**config.mk**
```make
export PLATFORM = sky130hd
export DESIGN_NAME = stream_upsize_var
export DESIGN_NICKNAME = d
export VERILOG_FILES = /design/src/rtl/stream_upsize_var.sv
export SDC_FILE = /design/constraint.sdc
export NUM_CORES = 1
export LEC_CHECK = 0
export CORE_MARGIN = 1
export CORE_UTILIZATION = 50
export CTS_CLUSTER_DIAMETER = 50
export DETAILED_ROUTE_END_ITERATION = 10
export DONT_BUFFER_PORTS = 1
export SLEW_MARGIN = 10
export SYNTH_ARGS = -nofsm -noshare
export SYNTH_HDL_FRONTEND = slang
export SYNTH_SLANG_ARGS = --single-unit
export TNS_END_PERCENT = 30
```
**constraint.sdc**
```tcl
create_clock -name clk_i -period 7 [get_ports clk_i]
set_clock_uncertainty 0.15 [all_clocks]
set_input_delay 0.7 -clock clk_i [delete_from_list [all_inputs] [get_ports clk_i]]
set_output_delay 0.7 -clock clk_i [all_outputs]
set_load 0.03 [all_outputs]
```
**src/rtl/stream_upsize_var.sv**
```systemverilog
// rtl/stream_upsize_var.sv - packs narrow beats into a wide word with runtime ratio
// Partial words are flushed on s_last_i or after TIMEOUT_CYCLES idle cycles.
module stream_upsize_var #(
   parameter int T_DATA_WIDTH     = 8,
   parameter int T_DATA_RATIO_MAX = 4,
   parameter int TIMEOUT_CYCLES   = 16
) (
   input  logic                                       clk_i,
   input  logic                                       rst_i,
   input  logic [$clog2(T_DATA_RATIO_MAX+1)-1:0]      ratio_i,
   input  logic [T_DATA_WIDTH-1:0]                    s_data_i,
   input  logic                                       s_last_i,
   input  logic                                       s_valid_i,
   output logic                                       s_ready_o,
   output logic [T_DATA_WIDTH-1:0]                    m_data_o [T_DATA_RATIO_MAX],
   output logic [T_DATA_RATIO_MAX-1:0]                m_keep_o,
   output logic                                       m_last_o,
   output logic                                       m_valid_o,
   input  logic                                       m_ready_i,
   output logic                                       flush_o
);

   localparam int RW = $clog2(T_DATA_RATIO_MAX + 1);
   localparam int CW = (TIMEOUT_CYCLES > 0) ? $clog2(TIMEOUT_CYCLES + 1) : 1;
   localparam logic [RW-1:0] RMAX = RW'(T_DATA_RATIO_MAX);
   localparam logic [CW-1:0] CMAX = CW'(TIMEOUT_CYCLES);

   logic [T_DATA_WIDTH-1:0]     lanes_q  [T_DATA_RATIO_MAX];
   logic [T_DATA_WIDTH-1:0]     lanes_d  [T_DATA_RATIO_MAX];
   logic [T_DATA_WIDTH-1:0]     m_data_q [T_DATA_RATIO_MAX];
   logic [T_DATA_WIDTH-1:0]     m_data_d [T_DATA_RATIO_MAX];
   logic [T_DATA_RATIO_MAX-1:0] m_keep_q, m_keep_d;
   logic                        m_last_q, m_last_d;
   logic                        m_valid_q, m_valid_d;
   logic [RW-1:0]               idx_q, idx_d;
   logic [RW-1:0]               ratio_q, ratio_d;
   logic [CW-1:0]               cnt_q, cnt_d;

   logic [RW-1:0] ratio_in, ratio_eff;
   logic          accept, complete, flush, load, filled;

   always_comb begin
      ratio_in = ratio_i;
      if (ratio_i == '0) begin
         ratio_in = RW'(1);
      end else if (ratio_i > RMAX) begin
         ratio_in = RMAX;
      end
      ratio_eff = (idx_q == '0) ? ratio_in : ratio_q;

      s_ready_o = !rst_i && (!m_valid_q || m_ready_i);
      accept    = s_valid_i && s_ready_o;
      complete  = accept && (s_last_i || (idx_q == ratio_eff - RW'(1)));
      // An accepted beat always wins over a timeout firing in the same cycle.
      flush     = (TIMEOUT_CYCLES != 0) && !rst_i && !accept && (idx_q != '0) &&
                  (cnt_q == CMAX) && (!m_valid_q || m_ready_i);
      load      = complete || flush;
      flush_o   = flush;

      m_data_d  = m_data_q;
      m_keep_d  = m_keep_q;
      m_last_d  = m_last_q;
      m_valid_d = m_valid_q;
      idx_d     = idx_q;
      ratio_d   = ratio_q;
      cnt_d     = cnt_q;
      filled    = 1'b0;

      for (int k = 0; k < T_DATA_RATIO_MAX; k++) begin
         lanes_d[k] = lanes_q[k];
         if (accept && (idx_q == RW'(k))) begin
            lanes_d[k] = s_data_i;
         end
      end

      if (load) begin
         for (int k = 0; k < T_DATA_RATIO_MAX; k++) begin
            filled      = (RW'(k) < idx_q) || (complete && (RW'(k) == idx_q));
            m_data_d[k] = filled ? lanes_d[k] : '0;
            m_keep_d[k] = filled;
         end
         m_last_d  = complete && s_last_i;
         m_valid_d = 1'b1;
      end else if (m_ready_i) begin
         m_valid_d = 1'b0;
      end

      if (accept && (idx_q == '0)) begin
         ratio_d = ratio_in;
      end

      if (load) begin
         idx_d = '0;
      end else if (accept) begin
         idx_d = idx_q + RW'(1);
      end

      if (accept || flush || (idx_q == '0)) begin
         cnt_d = '0;
      end else if (cnt_q != CMAX) begin
         cnt_d = cnt_q + CW'(1);
      end
   end

   always_ff @(posedge clk_i) begin
      if (rst_i) begin
         lanes_q   <= '{default: '0};
         m_data_q  <= '{default: '0};
         m_keep_q  <= '0;
         m_last_q  <= 1'b0;
         m_valid_q <= 1'b0;
         idx_q     <= '0;
         ratio_q   <= RW'(1);
         cnt_q     <= '0;
      end else begin
         lanes_q   <= lanes_d;
         m_data_q  <= m_data_d;
         m_keep_q  <= m_keep_d;
         m_last_q  <= m_last_d;
         m_valid_q <= m_valid_d;
         idx_q     <= idx_d;
         ratio_q   <= ratio_d;
         cnt_q     <= cnt_d;
      end
   end

   assign m_data_o  = m_data_q;
   assign m_keep_o  = m_keep_q;
   assign m_last_o  = m_last_q;
   assign m_valid_o = m_valid_q;

endmodule

```
==> flow_summary.yaml <==
status:
  status: "finished, final reports clean"
logic_synthesis:
  synth_cell_types: 41
  synth_area_leaders: "dfxtp_1 (51%), mux2i_1 (8.5%), a22o_1 (6.9%)"
  synth_seq_area_share_pct: 50.9
  syn_area_per_cell_um2: 10.6
  yosys.area_share.simple_pct: 13.0
  netlist_area_um2: 3190
  ys_seq_elements: 81
  synth_compound_area_share_pct: 18.2
  syn_inst: 302
  yosys_warnings: 0
  synthMuxAreaShare_pct: 8.48
  synth-xor-area-share_pct: 2.71
  synth_fa_ha_area_share_pct: 2.35
  synth-main-ff-cell: "dfxtp_1"
  synth_top_family_by_area: "compound AO/OA/AOI/OAI gates"
  yosys.area.top_type: "dfxtp_1"
  synth_top_area_share_pct: 50.9
  synthArstFlopShare_pct: 0
  synth_edf_count: 0
  syn-num-nets: 324
power_and_ir_drop:
  p_per_area_nw_per_um2: 276
  p_leak_nw: 1.40
  ir_worst_vdd_mv: 0.159
setup_path:
  cp-start-kind: "register"
  worst_r2r_path_depth: 12
  end_kind: "register"
  r2r_slack_ps: 3330
  cp.arrival_ps: 3800
  cp_common_cell: "ha_1"
  worstPathMaxFanout: 40
  crit_type: "reg2reg"
  critPathSlowestCell: "nor2b_1"
  r2r-start: "idx_q[0]"
  crit_chain: "inv_1 -> ha_1 -> nor2b_1 -> mux2i_1 -> ha_1 -> xor2_1 -> o21ai_0 -> a31oi_2 -> a21o_1 -> a211oi_4 -> buf_4 -> a22o_1"
  worstReg2RegEnd: "m_data_o[17]"
  cp_slowest_stage_delay_ps: 620
  cp_data_required_time_ps: 7130
placed_design:
  portBuffers: 0
  dp_hpwl_um: 4180
  gp_congestion: 0.738
clocking:
  numCtsBuffers: 9
  h-tree-depth: 3
  insertion_delay_ps: 340
  post_cts_resized: 0
  cts-root-buf: "clkbuf_8"
  clock_path_buffers: 2
  hold_buffers: 0
  clk_pin_slew_worst_paths_ps: 90
  postCtsSetupRepairBufs: 0
  cts_tree: "yes"
  cts_sinks: 81
route:
  drt_first_pass_iters: 4
  drcViolationCount: 0
  ant_nets: 0
  wl_per_cell_um: 16.9
  drt_wl_total_um: 6400
  drtIter0Drc: 98
  routed_via_density: 5.45
  num_vias: 2059
min_path:
  min_from: "rst_i"
  hold_path_class: "in2reg"
  hold_end: "ratio_q[1]"
  hold_path_depth: 1
timing:
  post-route-period-util_pct: 52.4
  report.final.hold_viol_count: 0
  setup_violations: 0
  fin_setup_tns_ps: 0
  report.final.slew_viol_count: 0
  maxClockFrequency_mhz: 273
  slew_headroom_pct: 49.1
  rsz0062_at_grt: "no"
  worst_pin_slew_ps: 758
  period_needed_ps: 3670
finish:
  register_area_um2: 1620
  final_nets: 320
  final_cell_mix: "dfxtp_1 (81), mux2i_1 (27), nor2_1 (25), a22o_1 (25), nand2_1 (24)"
  layout_commonest_cell: "dfxtp_1"
  drive_gt1_share_pct: 11.9
  fillers: 552
  n_antenna_cell: 0
  multiInputGateArea_um2: 1440
  final_util_pct: 57.5
  syn_to_final_growth_pct: 8.75
die:
  num_rows: 28
  core-area_um2: 6030
  dieArea_um2: 6700
  start_util_pct: 52.9
  die_h_um: 81.9
  ioPinCount: 56
  die_x_um: 81.9
global_routing:
  grt_pass1_wl_um: 10100
  grt_pass1_vias: 2016
  grt_max_degree: 41
  globalRouteTotalUtil_pct: 20.5
  antenna_found_initial: 0
  overflow: 0
run:
  cap_violations: 0
## registers in the layout, indices dropped and copies added, names as in the netlist
signal / cells
m_data_o: 32
lanes_q: 32
m_last_o: 1
idx_q: 3
ratio_q: 3
m_keep_o: 4
m_valid_o: 1
cnt_q: 5
## per-stage QoR
step | hold WS [ps] | power (mW) | setup slack, ps | cell area [um2] | cells
2_1_floorplan | 286 | 0.545 | 4110 | 3190 | 302
5_1_grt | 251 | 0.993 | 3040 | 3470 | 378
6_report | 273 | 0.956 | 3330 | 3470 | 378
3_5_place_dp | 298 | 0.552 | 3330 | 3210 | 362
3_3_place_gp | 293 | 0.551 | 3420 | 3210 | 362
4_1_cts | 251 | 0.966 | 3310 | 3470 | 378
## layer usage
| layer | wire, um | global-route usage, % |
|---|---|---|
| met2 | 2920 | 31.8 |
| met5 | 0 | 0 |
| met1 | 3050 | 26.5 |
| met3 | 353 | 6.67 |
| met4 | 75 | 7.37 |
## kinds of logic after synthesis
kind of cell	after synthesis
AO/OA/AOI/OAI	66
AND/OR/NAND/NOR	83
XOR/XNOR	9
multiplexers	27
adder cells (fa/ha/maj)	6
buffers and inverters	30
flip-flops	81
## critical path, delay by kind of cell (launching register included)
family | cells | cell delay (ps)
adder cells (fa/ha/maj) | 2 | 490
flip-flops | 1 | 400
multiplexers | 1 | 270
buffers and inverters | 2 | 630
XOR/XNOR | 1 | 140
AND/OR/NAND/NOR | 1 | 620
AO/OA/AOI/OAI | 5 | 900
## how the worst max path moves through the flow
stage,from,endpoint,slack (ps)
finish,idx_q[0],m_data_o[17],3330
CTS,idx_q[0],m_data_o[1],3310
global route,idx_q[0],m_data_o[27],3040
detailed placement,idx_q[0],m_data_o[1],3330
global placement,idx_q[0],m_data_o[6],3420
floorplan,m_ready_i,m_keep_o[2],4110
## cell type report
class / count / area share (%)
multi-input combinational: 191 / 41.4
inverter: 13 / 1.41
clock inverter: 6 / 3.32
tap: 75 / 2.71
sequential: 81 / 46.8
clock buffer: 10 / 3.97
timing repair buffer: 2 / 0.433
## synthesized netlist by cell type (2+ instances only)
cell / instances
buf_6: 2
nor2b_1: 8
and2_1: 3
ha_1: 6
o21ai_0: 4
nand3_1: 2
o2bb2ai_1: 8
nand2_1: 24
a21oi_1: 15
o31ai_4: 2
nor3_1: 2
nor2_1: 25
mux2i_1: 27
and3_1: 3
a22o_1: 25
buf_2: 6
xnor2_1: 3
inv_1: 13
dfxtp_1: 81
or2_2: 8
xor2_1: 5
clkbuf_1: 8
a21o_1: 4
## where the power goes
part	leakage (nW)	internal, mW	switching, mW
clock	0.123	0.248	0.168
combinational	0.619	0.0225	0.0369
sequential	0.655	0.469	0.0118
(Power assumes the default switching activity.)
